`src/rtl/sa_dma_sequencer_pkg.sv`:
```
// Shared constants, state encoding and descriptor payload for the DMA run controller.
package sa_dma_pkg;

  localparam int unsigned AXI_ADDR_WIDTH = 32;
  localparam int unsigned LEN_WIDTH      = 32;
  localparam int unsigned AXIL_WIDTH     = 32;
  localparam int unsigned REG_AW         = 5;
  localparam int unsigned NUM_CH         = 3;

  localparam logic [REG_AW-1:0] REG_CTRL    = 5'h00;
  localparam logic [REG_AW-1:0] REG_STATUS  = 5'h04;
  localparam logic [REG_AW-1:0] REG_K_ADDR  = 5'h08;
  localparam logic [REG_AW-1:0] REG_K_BYTES = 5'h0C;
  localparam logic [REG_AW-1:0] REG_X_ADDR  = 5'h10;
  localparam logic [REG_AW-1:0] REG_X_BYTES = 5'h14;
  localparam logic [REG_AW-1:0] REG_Y_ADDR  = 5'h18;
  localparam logic [REG_AW-1:0] REG_Y_BYTES = 5'h1C;

  localparam int unsigned CTRL_START_BIT  = 0;
  localparam int unsigned CTRL_IRQ_EN_BIT = 1;
  localparam int unsigned STAT_BUSY_BIT   = 0;
  localparam int unsigned STAT_DONE_BIT   = 1;
  localparam int unsigned STAT_ERR_BIT    = 2;

  localparam int unsigned CH_K = 0;
  localparam int unsigned CH_X = 1;
  localparam int unsigned CH_Y = 2;

  typedef enum logic [1:0] {
    IDLE    = 2'd0,
    ISSUE   = 2'd1,
    WAIT    = 2'd2,
    DONE_ST = 2'd3
  } state_t;

  typedef struct packed {
    logic [AXI_ADDR_WIDTH-1:0] addr;
    logic [LEN_WIDTH-1:0]      len;
  } desc_t;

  // Registers are word-aligned; the two low byte-address bits are don't-care.
  function automatic logic [REG_AW-1:0] word_off(input logic [REG_AW-1:0] a);
    return a & ~REG_AW'(3);
  endfunction

endpackage

```
`src/rtl/sa_dma_sequencer_if.sv`:
```
// Register port plus the three DMA descriptor/status channels of the run controller.
interface sa_dma_sequencer_if;

  logic                                                         reg_wr_en;
  logic [sa_dma_pkg::REG_AW-1:0]                                reg_wr_addr;
  logic [sa_dma_pkg::AXIL_WIDTH-1:0]                            reg_wr_data;
  logic                                                         reg_rd_en;
  logic [sa_dma_pkg::REG_AW-1:0]                                reg_rd_addr;
  logic [sa_dma_pkg::AXIL_WIDTH-1:0]                            reg_rd_data;
  logic                                                         reg_rd_valid;
  logic [sa_dma_pkg::NUM_CH-1:0]                                desc_valid;
  logic [sa_dma_pkg::NUM_CH-1:0]                                desc_ready;
  logic [sa_dma_pkg::NUM_CH*sa_dma_pkg::AXI_ADDR_WIDTH-1:0]     desc_addr;
  logic [sa_dma_pkg::NUM_CH*sa_dma_pkg::LEN_WIDTH-1:0]          desc_len;
  logic [sa_dma_pkg::NUM_CH-1:0]                                stat_valid;
  logic [sa_dma_pkg::NUM_CH-1:0]                                stat_error;
  logic                                                         busy;
  logic                                                         irq;

  modport master (
    output reg_wr_en, reg_wr_addr, reg_wr_data, reg_rd_en, reg_rd_addr,
           desc_ready, stat_valid, stat_error,
    input  reg_rd_data, reg_rd_valid, desc_valid, desc_addr, desc_len, busy, irq
  );

  modport slave (
    input  reg_wr_en, reg_wr_addr, reg_wr_data, reg_rd_en, reg_rd_addr,
           desc_ready, stat_valid, stat_error,
    output reg_rd_data, reg_rd_valid, desc_valid, desc_addr, desc_len, busy, irq
  );

endinterface

```
`src/rtl/sa_dma_chan_issue.sv`:
```
// Per-channel descriptor issue and completion tracking; zero-length channels
// count as issued and complete the moment the job starts.
module sa_dma_chan_issue
  import sa_dma_pkg::*;
(
  input  logic  clk,
  input  logic  rstn,
  input  logic  start_i,
  input  logic  active_i,
  input  desc_t desc_i,
  input  logic  desc_ready_i,
  input  logic  stat_valid_i,
  input  logic  stat_error_i,
  output logic  desc_valid_o,
  output logic  issued_c,
  output logic  complete_c,
  output logic  err_c
);

  logic desc_valid_q, desc_valid_d;
  logic issued_q, issued_d;
  logic complete_q, complete_d;
  logic zero_len;
  logic hs;

  assign zero_len = (desc_i.len == '0);
  assign hs       = desc_valid_q & desc_ready_i;

  always_comb begin
    desc_valid_d = desc_valid_q;
    issued_d     = issued_q;
    complete_d   = complete_q;
    if (start_i) begin
      desc_valid_d = ~zero_len;
      issued_d     = zero_len;
      complete_d   = zero_len;
    end else if (active_i) begin
      if (hs) begin
        desc_valid_d = 1'b0;
        issued_d     = 1'b1;
      end
      if (stat_valid_i) begin
        complete_d = 1'b1;
      end
    end else begin
      desc_valid_d = 1'b0;
    end
  end

  always_ff @(posedge clk or negedge rstn) begin
    if (!rstn) begin
      desc_valid_q <= 1'b0;
      issued_q     <= 1'b0;
      complete_q   <= 1'b0;
    end else begin
      desc_valid_q <= desc_valid_d;
      issued_q     <= issued_d;
      complete_q   <= complete_d;
    end
  end

  // Look-through terms let the FSM advance in the same cycle as the handshake/status.
  assign issued_c     = issued_q | hs;
  assign complete_c   = complete_q | (active_i & stat_valid_i);
  assign err_c        = active_i & stat_valid_i & stat_error_i;
  assign desc_valid_o = desc_valid_q;

endmodule

```
`src/rtl/sa_dma_sequencer.sv`:
```
// Run controller: job register file, IDLE/ISSUE/WAIT/DONE sequencing of the
// K-read, X-read and Y-write DMA channels, and done/irq reporting.
module sa_dma_sequencer
  import sa_dma_pkg::*;
(
  input  logic              clk,
  input  logic              rstn,
  sa_dma_sequencer_if.slave bus
);

  state_t                    state_q, state_d;
  logic                      irq_en_q, irq_en_d;
  logic                      done_q, done_d;
  logic                      err_q, err_d;
  logic                      busy_q, busy_d;
  logic                      irq_q, irq_d;
  logic                      rd_valid_q;
  logic [AXIL_WIDTH-1:0]     rd_data_q, rd_data_d;
  logic [AXI_ADDR_WIDTH-1:0] addr_q [NUM_CH];
  logic [AXI_ADDR_WIDTH-1:0] addr_d [NUM_CH];
  logic [LEN_WIDTH-1:0]      len_q  [NUM_CH];
  logic [LEN_WIDTH-1:0]      len_d  [NUM_CH];

  logic [REG_AW-1:0]         wr_off, rd_off;
  logic                      idle_c, active_c, start_c;
  logic [NUM_CH-1:0]         issued_c, complete_c, err_c;

  assign wr_off   = word_off(bus.reg_wr_addr);
  assign rd_off   = word_off(bus.reg_rd_addr);
  assign idle_c   = (state_q == IDLE);
  assign active_c = (state_q == ISSUE) || (state_q == WAIT);
  assign start_c  = idle_c && bus.reg_wr_en && (wr_off == REG_CTRL)
                    && bus.reg_wr_data[CTRL_START_BIT];

  for (genvar ch = 0; ch < NUM_CH; ch++) begin : g_chan
    desc_t desc_c;
    assign desc_c = '{addr: addr_q[ch], len: len_q[ch]};

    sa_dma_chan_issue u_issue (
      .clk          (clk),
      .rstn         (rstn),
      .start_i      (start_c),
      .active_i     (active_c),
      .desc_i       (desc_c),
      .desc_ready_i (bus.desc_ready[ch]),
      .stat_valid_i (bus.stat_valid[ch]),
      .stat_error_i (bus.stat_error[ch]),
      .desc_valid_o (bus.desc_valid[ch]),
      .issued_c     (issued_c[ch]),
      .complete_c   (complete_c[ch]),
      .err_c        (err_c[ch])
    );

    assign bus.desc_addr[ch*AXI_ADDR_WIDTH +: AXI_ADDR_WIDTH] = addr_q[ch];
    assign bus.desc_len[ch*LEN_WIDTH +: LEN_WIDTH]            = len_q[ch];
  end

  always_ff @(posedge clk or negedge rstn) begin
    if (!rstn) begin
      state_q <= IDLE;
    end else begin
      state_q <= state_d;
    end
  end

  always_comb begin
    state_d = state_q;
    unique case (state_q)
      IDLE:    if (start_c)        state_d = ISSUE;
      ISSUE:   if (&issued_c)      state_d = WAIT;
      WAIT:    if (&complete_c)    state_d = DONE_ST;
      DONE_ST:                     state_d = IDLE;
      default:                     state_d = IDLE;
    endcase
  end

  // Register writes; job address/length registers are frozen while a job runs.
  always_comb begin
    irq_en_d = irq_en_q;
    done_d   = done_q;
    err_d    = err_q;
    addr_d   = addr_q;
    len_d    = len_q;
    if (bus.reg_wr_en) begin
      case (wr_off)
        REG_CTRL:    irq_en_d = bus.reg_wr_data[CTRL_IRQ_EN_BIT];
        REG_STATUS: begin
          if (bus.reg_wr_data[STAT_DONE_BIT]) done_d = 1'b0;
          if (bus.reg_wr_data[STAT_ERR_BIT])  err_d  = 1'b0;
        end
        REG_K_ADDR:  if (idle_c) addr_d[CH_K] = AXI_ADDR_WIDTH'(bus.reg_wr_data);
        REG_K_BYTES: if (idle_c) len_d[CH_K]  = LEN_WIDTH'(bus.reg_wr_data);
        REG_X_ADDR:  if (idle_c) addr_d[CH_X] = AXI_ADDR_WIDTH'(bus.reg_wr_data);
        REG_X_BYTES: if (idle_c) len_d[CH_X]  = LEN_WIDTH'(bus.reg_wr_data);
        REG_Y_ADDR:  if (idle_c) addr_d[CH_Y] = AXI_ADDR_WIDTH'(bus.reg_wr_data);
        REG_Y_BYTES: if (idle_c) len_d[CH_Y]  = LEN_WIDTH'(bus.reg_wr_data);
        default: ;
      endcase
    end
    // Hardware sets are applied after software clears so a same-cycle set wins.
    if (start_c) begin
      done_d = 1'b0;
      err_d  = 1'b0;
    end
    if (|err_c) begin
      err_d = 1'b1;
    end
    if (state_q == DONE_ST) begin
      done_d = 1'b1;
    end
    busy_d = (state_d != IDLE);
    irq_d  = done_d & irq_en_d;
  end

  // Read mux samples pre-update register values.
  always_comb begin
    rd_data_d = '0;
    case (rd_off)
      REG_CTRL:    rd_data_d[CTRL_IRQ_EN_BIT] = irq_en_q;
      REG_STATUS: begin
        rd_data_d[STAT_BUSY_BIT] = busy_q;
        rd_data_d[STAT_DONE_BIT] = done_q;
        rd_data_d[STAT_ERR_BIT]  = err_q;
      end
      REG_K_ADDR:  rd_data_d = AXIL_WIDTH'(addr_q[CH_K]);
      REG_K_BYTES: rd_data_d = AXIL_WIDTH'(len_q[CH_K]);
      REG_X_ADDR:  rd_data_d = AXIL_WIDTH'(addr_q[CH_X]);
      REG_X_BYTES: rd_data_d = AXIL_WIDTH'(len_q[CH_X]);
      REG_Y_ADDR:  rd_data_d = AXIL_WIDTH'(addr_q[CH_Y]);
      REG_Y_BYTES: rd_data_d = AXIL_WIDTH'(len_q[CH_Y]);
      default: ;
    endcase
  end

  always_ff @(posedge clk or negedge rstn) begin
    if (!rstn) begin
      irq_en_q   <= 1'b0;
      done_q     <= 1'b0;
      err_q      <= 1'b0;
      busy_q     <= 1'b0;
      irq_q      <= 1'b0;
      rd_valid_q <= 1'b0;
      rd_data_q  <= '0;
      for (int i = 0; i < NUM_CH; i++) begin
        addr_q[i] <= '0;
        len_q[i]  <= '0;
      end
    end else begin
      irq_en_q   <= irq_en_d;
      done_q     <= done_d;
      err_q      <= err_d;
      busy_q     <= busy_d;
      irq_q      <= irq_d;
      rd_valid_q <= bus.reg_rd_en;
      if (bus.reg_rd_en) begin
        rd_data_q <= rd_data_d;
      end
      addr_q <= addr_d;
      len_q  <= len_d;
    end
  end

  assign bus.reg_rd_data  = rd_data_q;
  assign bus.reg_rd_valid = rd_valid_q;
  assign bus.busy         = busy_q;
  assign bus.irq          = irq_q;

endmodule
```
`src/flat_wrapper.sv`:
```
// flat-port wrapper written by rule: the top's interface ports become plain ports
module sa_dma_sequencer_flat import sa_dma_pkg::*;
  (clk, rstn, bus_reg_wr_en, bus_reg_wr_addr, bus_reg_wr_data, bus_reg_rd_en, bus_reg_rd_addr, bus_desc_ready, bus_stat_valid, bus_stat_error, bus_reg_rd_data, bus_reg_rd_valid, bus_desc_valid, bus_desc_addr, bus_desc_len, bus_busy, bus_irq);
  sa_dma_sequencer_if bus_i ();
  input  logic clk;
  input  logic rstn;
  input wire logic [$bits(bus_i.reg_wr_en)-1:0] bus_reg_wr_en;
  input wire logic [$bits(bus_i.reg_wr_addr)-1:0] bus_reg_wr_addr;
  input wire logic [$bits(bus_i.reg_wr_data)-1:0] bus_reg_wr_data;
  input wire logic [$bits(bus_i.reg_rd_en)-1:0] bus_reg_rd_en;
  input wire logic [$bits(bus_i.reg_rd_addr)-1:0] bus_reg_rd_addr;
  input wire logic [$bits(bus_i.desc_ready)-1:0] bus_desc_ready;
  input wire logic [$bits(bus_i.stat_valid)-1:0] bus_stat_valid;
  input wire logic [$bits(bus_i.stat_error)-1:0] bus_stat_error;
  output wire logic [$bits(bus_i.reg_rd_data)-1:0] bus_reg_rd_data;
  output wire logic [$bits(bus_i.reg_rd_valid)-1:0] bus_reg_rd_valid;
  output wire logic [$bits(bus_i.desc_valid)-1:0] bus_desc_valid;
  output wire logic [$bits(bus_i.desc_addr)-1:0] bus_desc_addr;
  output wire logic [$bits(bus_i.desc_len)-1:0] bus_desc_len;
  output wire logic [$bits(bus_i.busy)-1:0] bus_busy;
  output wire logic [$bits(bus_i.irq)-1:0] bus_irq;
  assign bus_i.reg_wr_en = bus_reg_wr_en;
  assign bus_i.reg_wr_addr = bus_reg_wr_addr;
  assign bus_i.reg_wr_data = bus_reg_wr_data;
  assign bus_i.reg_rd_en = bus_reg_rd_en;
  assign bus_i.reg_rd_addr = bus_reg_rd_addr;
  assign bus_i.desc_ready = bus_desc_ready;
  assign bus_i.stat_valid = bus_stat_valid;
  assign bus_i.stat_error = bus_stat_error;
  assign bus_reg_rd_data = bus_i.reg_rd_data;
  assign bus_reg_rd_valid = bus_i.reg_rd_valid;
  assign bus_desc_valid = bus_i.desc_valid;
  assign bus_desc_addr = bus_i.desc_addr;
  assign bus_desc_len = bus_i.desc_len;
  assign bus_busy = bus_i.busy;
  assign bus_irq = bus_i.irq;
  sa_dma_sequencer u_core (.clk(clk), .rstn(rstn), .bus(bus_i));
endmodule
```
`config.mk`:
```
export PLATFORM = sky130hd
export DESIGN_NAME = sa_dma_sequencer_flat
export DESIGN_NICKNAME = d
export VERILOG_FILES = /design/src/rtl/sa_dma_sequencer_pkg.sv /design/src/rtl/sa_dma_sequencer_if.sv /design/src/rtl/sa_dma_chan_issue.sv /design/src/rtl/sa_dma_sequencer.sv /design/src/flat_wrapper.sv
export SDC_FILE = /design/constraint.sdc
export NUM_CORES = 1
export LEC_CHECK = 0
export CAP_MARGIN = 10
export CORE_MARGIN = 2
export CORE_UTILIZATION = 49
export CTS_CLUSTER_SIZE = 14
export DETAILED_ROUTE_END_ITERATION = 16
export GPL_TIMING_DRIVEN = 0
export PLACE_DENSITY = 0.81
export SYNTH_ARGS = -nofsm -noshare
export SYNTH_HDL_FRONTEND = slang
export SYNTH_SLANG_ARGS = --single-unit
```
`constraint.sdc`:
```
create_clock -name clk -period 2.6 [get_ports clk]
set_clock_uncertainty 0.1 [all_clocks]
set_input_delay 0.52 -clock clk [delete_from_list [all_inputs] [get_ports clk]]
set_output_delay 0.52 -clock clk [all_outputs]
set_load 0.05 [all_outputs]
```
==> impl_metrics.env <==
export IMPL_status="completed"
export IMPL_dr_pass1_iters=5
export IMPL_initial_core_util=0.494
export IMPL_syn_area_sq_um=10700
export IMPL_drv_cap=0
export IMPL_arrival_ps=1850
export IMPL_grt_pass1_vias=8428
export IMPL_switching_share=0.228
export IMPL_path_cells="clkdlybuf4s50_1"
export IMPL_fin_area_sq_um=14700
export IMPL_grt_pass1_wl_mm=53.3
export IMPL_antenna_left=0
export IMPL_yosysWarnings=0
export IMPL_grtUsageTotal=0.315
export IMPL_synth_nets=858
export IMPL_dpl_cell_area_sq_um=13900
export IMPL_postRouteWirelength_mm=36.8
export IMPL_combPwrFrac=0.051
export IMPL_p_clk_frac=0.460
export IMPL_tns_ps=0
export IMPL_period_share=0.948
export IMPL_clk_path_buf_depth=3
export IMPL_worst_path_buf_inv=1
export IMPL_fp_coreArea_sq_um=21600
export IMPL_viasPerCell=6.16
export IMPL_layout_common_cells="278 x clkdlybuf4s50_1, 241 x dfrtp_1, 158 x mux2_2"
export IMPL_rows=54
export IMPL_place_congestion=0.885
export IMPL_portBuffers=279
export IMPL_worstSetupStartpointType="register"
export IMPL_cts_buffers=25
export IMPL_synthMuxAreaShare=0.219
export IMPL_postCtsResizedCells=0
export IMPL_cts_sinks=241
export IMPL_final_common_cell="clkdlybuf4s50_1"
export IMPL_clk_latency_ps=530
export IMPL_yosysTopAreaCell="dfrtp_1"
export IMPL_synth_top_family_by_area="multiplexers"
export IMPL_gr_total_overflow=0
export IMPL_rsz0062_at_grt="false"
export IMPL_criticalPathCategory="register to output pin"
export IMPL_hp_class="primary input to async pin"
export IMPL_multi_input_area_sq_um=4200
export IMPL_cts_root_buf="clkbuf_16"
export IMPL_die_w_microns=152
export IMPL_drcViolationCount=0
export IMPL_regArea_sq_um=6030
export IMPL_grt_max_degree=121
export IMPL_p_sw_w=0.00176
export IMPL_netlist_instances=798
export IMPL_slew_headroom=0.371
export IMPL_htreeDepth=1
export IMPL_vias=8667
export IMPL_power_frac_seq=0.490
export IMPL_synth_compound_area_frac=0.106
export IMPL_vdd_drop_max_mv=0.423
export IMPL_antenna_found_initial=1
export IMPL_drive_gt1_frac=0.252
export IMPL_die_h_microns=152
export IMPL_ys_seq_area_frac=0.564
export IMPL_synthAdderAreaFrac=0.00586
export IMPL_ios=285
export IMPL_cp_max_fo=4
export IMPL_cts_tree="yes"
export IMPL_worstPathRequired_ps=1980
export IMPL_setup_viol=0
export IMPL_yosysTopAreaCellShare=0.564
export IMPL_fin_nets=1167
export IMPL_drtIter0Drc=577
export IMPL_synth_seq_cells=241
export IMPL_dp_hpwl_mm=24.9
export IMPL_synth_avg_cell_area_sq_um=13.4
export IMPL_ys_types=46
export IMPL_routedWlPerCell_microns=26.2
export IMPL_fill_cells=1591
export IMPL_final_max_slew_viol_count=0
export IMPL_p_leak_nw=6.67
export IMPL_finalHoldViolations=0
export IMPL_crit_slowest_cell="clkdlybuf4s50_1"
export IMPL_whs_ps=261
export IMPL_crit_family="buffers and inverters"
export IMPL_syn_to_final_growth_pct=37.5
export IMPL_clkTransAtPathRegs_ps=60
export IMPL_max_slew_worst_pin_slew_ps=944
export IMPL_die_area_sq_um=23000
export IMPL_slowest_delay_ps=850
export IMPL_critPathCaptureType="output pin"
export IMPL_yosys_area_share_simple=0.0620
export IMPL_synthXorXnorAreaFrac=0
export IMPL_synthTopCellsByArea="dfrtp_1 56%, mux2_2 17%, a22oi_1 6.4%"
export IMPL_pwr_density_cell_nw_per_um2=523
export IMPL_fmax_ghz=0.406
export IMPL_period_needed_ps=2470
export IMPL_p_int_w=0.00593
-- per-layer routing --
metal / up-vias / part of all wire / global-route usage
li1: 3627 / - / -
met1: 4464 / 0.41 / 0.441
met2: 478 / 0.46 / 0.489
met3: 98 / 0.090 / 0.0587
met4: 0 / 0.040 / 0.127
met5: - / 0 / 0
-- state kept, by name, summed over array words and instances (netlist names) --
| signal | flops |
|---|---|
| u_core.bus.irq | 1 |
| u_core.bus.desc_addr | 96 |
| u_core.state_q | 2 |
| u_core.g_chan.u_issue.desc_valid_o | 3 |
| u_core.g_chan.u_issue.complete_q | 3 |
| u_core.bus.reg_rd_valid | 1 |
| u_core.done_q | 1 |
| u_core.err_q | 1 |
| u_core.bus.reg_rd_data | 32 |
| u_core.bus.desc_len | 96 |
| u_core.bus.busy | 1 |
| u_core.irq_en_q | 1 |
| u_core.g_chan.u_issue.issued_q | 3 |
-- power groups by stage --
stage | Combinational [W] | Clock (W) | Sequential, W
3_5_place_dp | 0.000384 | 0 | 0.00383
5_1_grt | 0.000413 | 0.00371 | 0.00376
6_report | 0.000390 | 0.00353 | 0.00376
3_3_place_gp | 0.000371 | 0 | 0.00384
2_1_floorplan | 0.0000864 | 0 | 0.00385
4_1_cts | 0.000387 | 0.00356 | 0.00376
-- path summary, 6_finish.rpt --
| path | endpoint | slack, ps | start | cells past startpoint |
|---|---|---|---|---|
| worst max-delay path | bus_desc_len[55] | 130 | u_core.bus.desc_len[55]$_DFFE_PN0P_ | 1 |
| worst min-delay path | u_core.bus.irq$_DFF_PN0_ | 260 | rstn | 2 |
| worst max register to register | u_core.g_chan[0].u_issue.desc_valid_o$_DFFE_PN0P_ | 190 | u_core.bus.desc_len[23]$_DFFE_PN0P_ | 4 |
| worst min register to register | u_core.bus.desc_addr[64]$_DFFE_PN0P_ | 410 | u_core.bus.desc_addr[64]$_DFFE_PN0P_ | 1 |
| max in group asynchronous | u_core.bus.desc_len[80]$_DFFE_PN0P_ | 840 | rstn | 4 |
| min in group clk | u_core.bus.reg_rd_valid$_DFF_PN0_ | 400 | bus_reg_rd_en | 1 |
-- Yosys cell counts, drive strengths merged --
master	instances
or2	1
mux4	1
inv	37
nor4b	1
nor2b	1
nor2	8
and2	1
o32ai	2
clkbuf	8
a311oi	1
and3	33
a21boi	6
o32a	1
ha	5
nand3b	1
o22ai	31
o21ai	9
mux2	195
a222oi	1
a31o	1
o31ai	2
nor4	25
nand2b	3
nand2	5
nand4	6
nor3b	5
dfrtp	241
nor3	1
a22oi	91
a21o	1
o211a	1
buf	46
nand4b	1
a21oi	9
nand3	8
mux2i	1
a31oi	5
and3b	3
-- timing repair --
| action | in CTS | in global routing |
|---|---|---|
| setup endpoints to repair | 0 | 0 |
| hold endpoints to repair | 4 | 0 |
| buffers inserted | 0 | 0 |
| hold buffers | 1 | 0 |
-- metrics by stage --
| stage | utilization | cells | worst slack (ps) | total power [W] |
|---|---|---|---|---|
| finish | 0.680 | 1406 | 134 | 0.00769 |
| global route | 0.680 | 1406 | 92.3 | 0.00788 |
| CTS | 0.679 | 1405 | 125 | 0.00771 |
| detailed placement | 0.642 | 1359 | -298 | 0.00422 |
| global placement | 0.640 | 1357 | -9260 | 0.00421 |
| floorplan | - | 798 | 661 | 0.00393 |
-- cell families (layout without fill, tap and decap cells) --
logic type | count (synthesis) | after routing
adder cells (fa/ha/maj) | 5 | 5
buffers and inverters | 91 | 418
flip-flops | 241 | 241
multiplexers | 197 | 197
AND/OR/NAND/NOR | 103 | 103
AO/OA/AOI/OAI | 161 | 161
other | 0 | 1
-- final cells by class --
cell class	count	share of cell area
flip-flops and latches	241	0.410
plain buffers	54	0.0216
clock inverters	10	0.00681
inverters	37	0.00945
diodes	1	0.000170
multi-input cells	466	0.286
well taps	280	0.0238
clock buffers	35	0.0472
repair buffers	282	0.195
No activity file was read; power rests on OpenSTA's default activity.
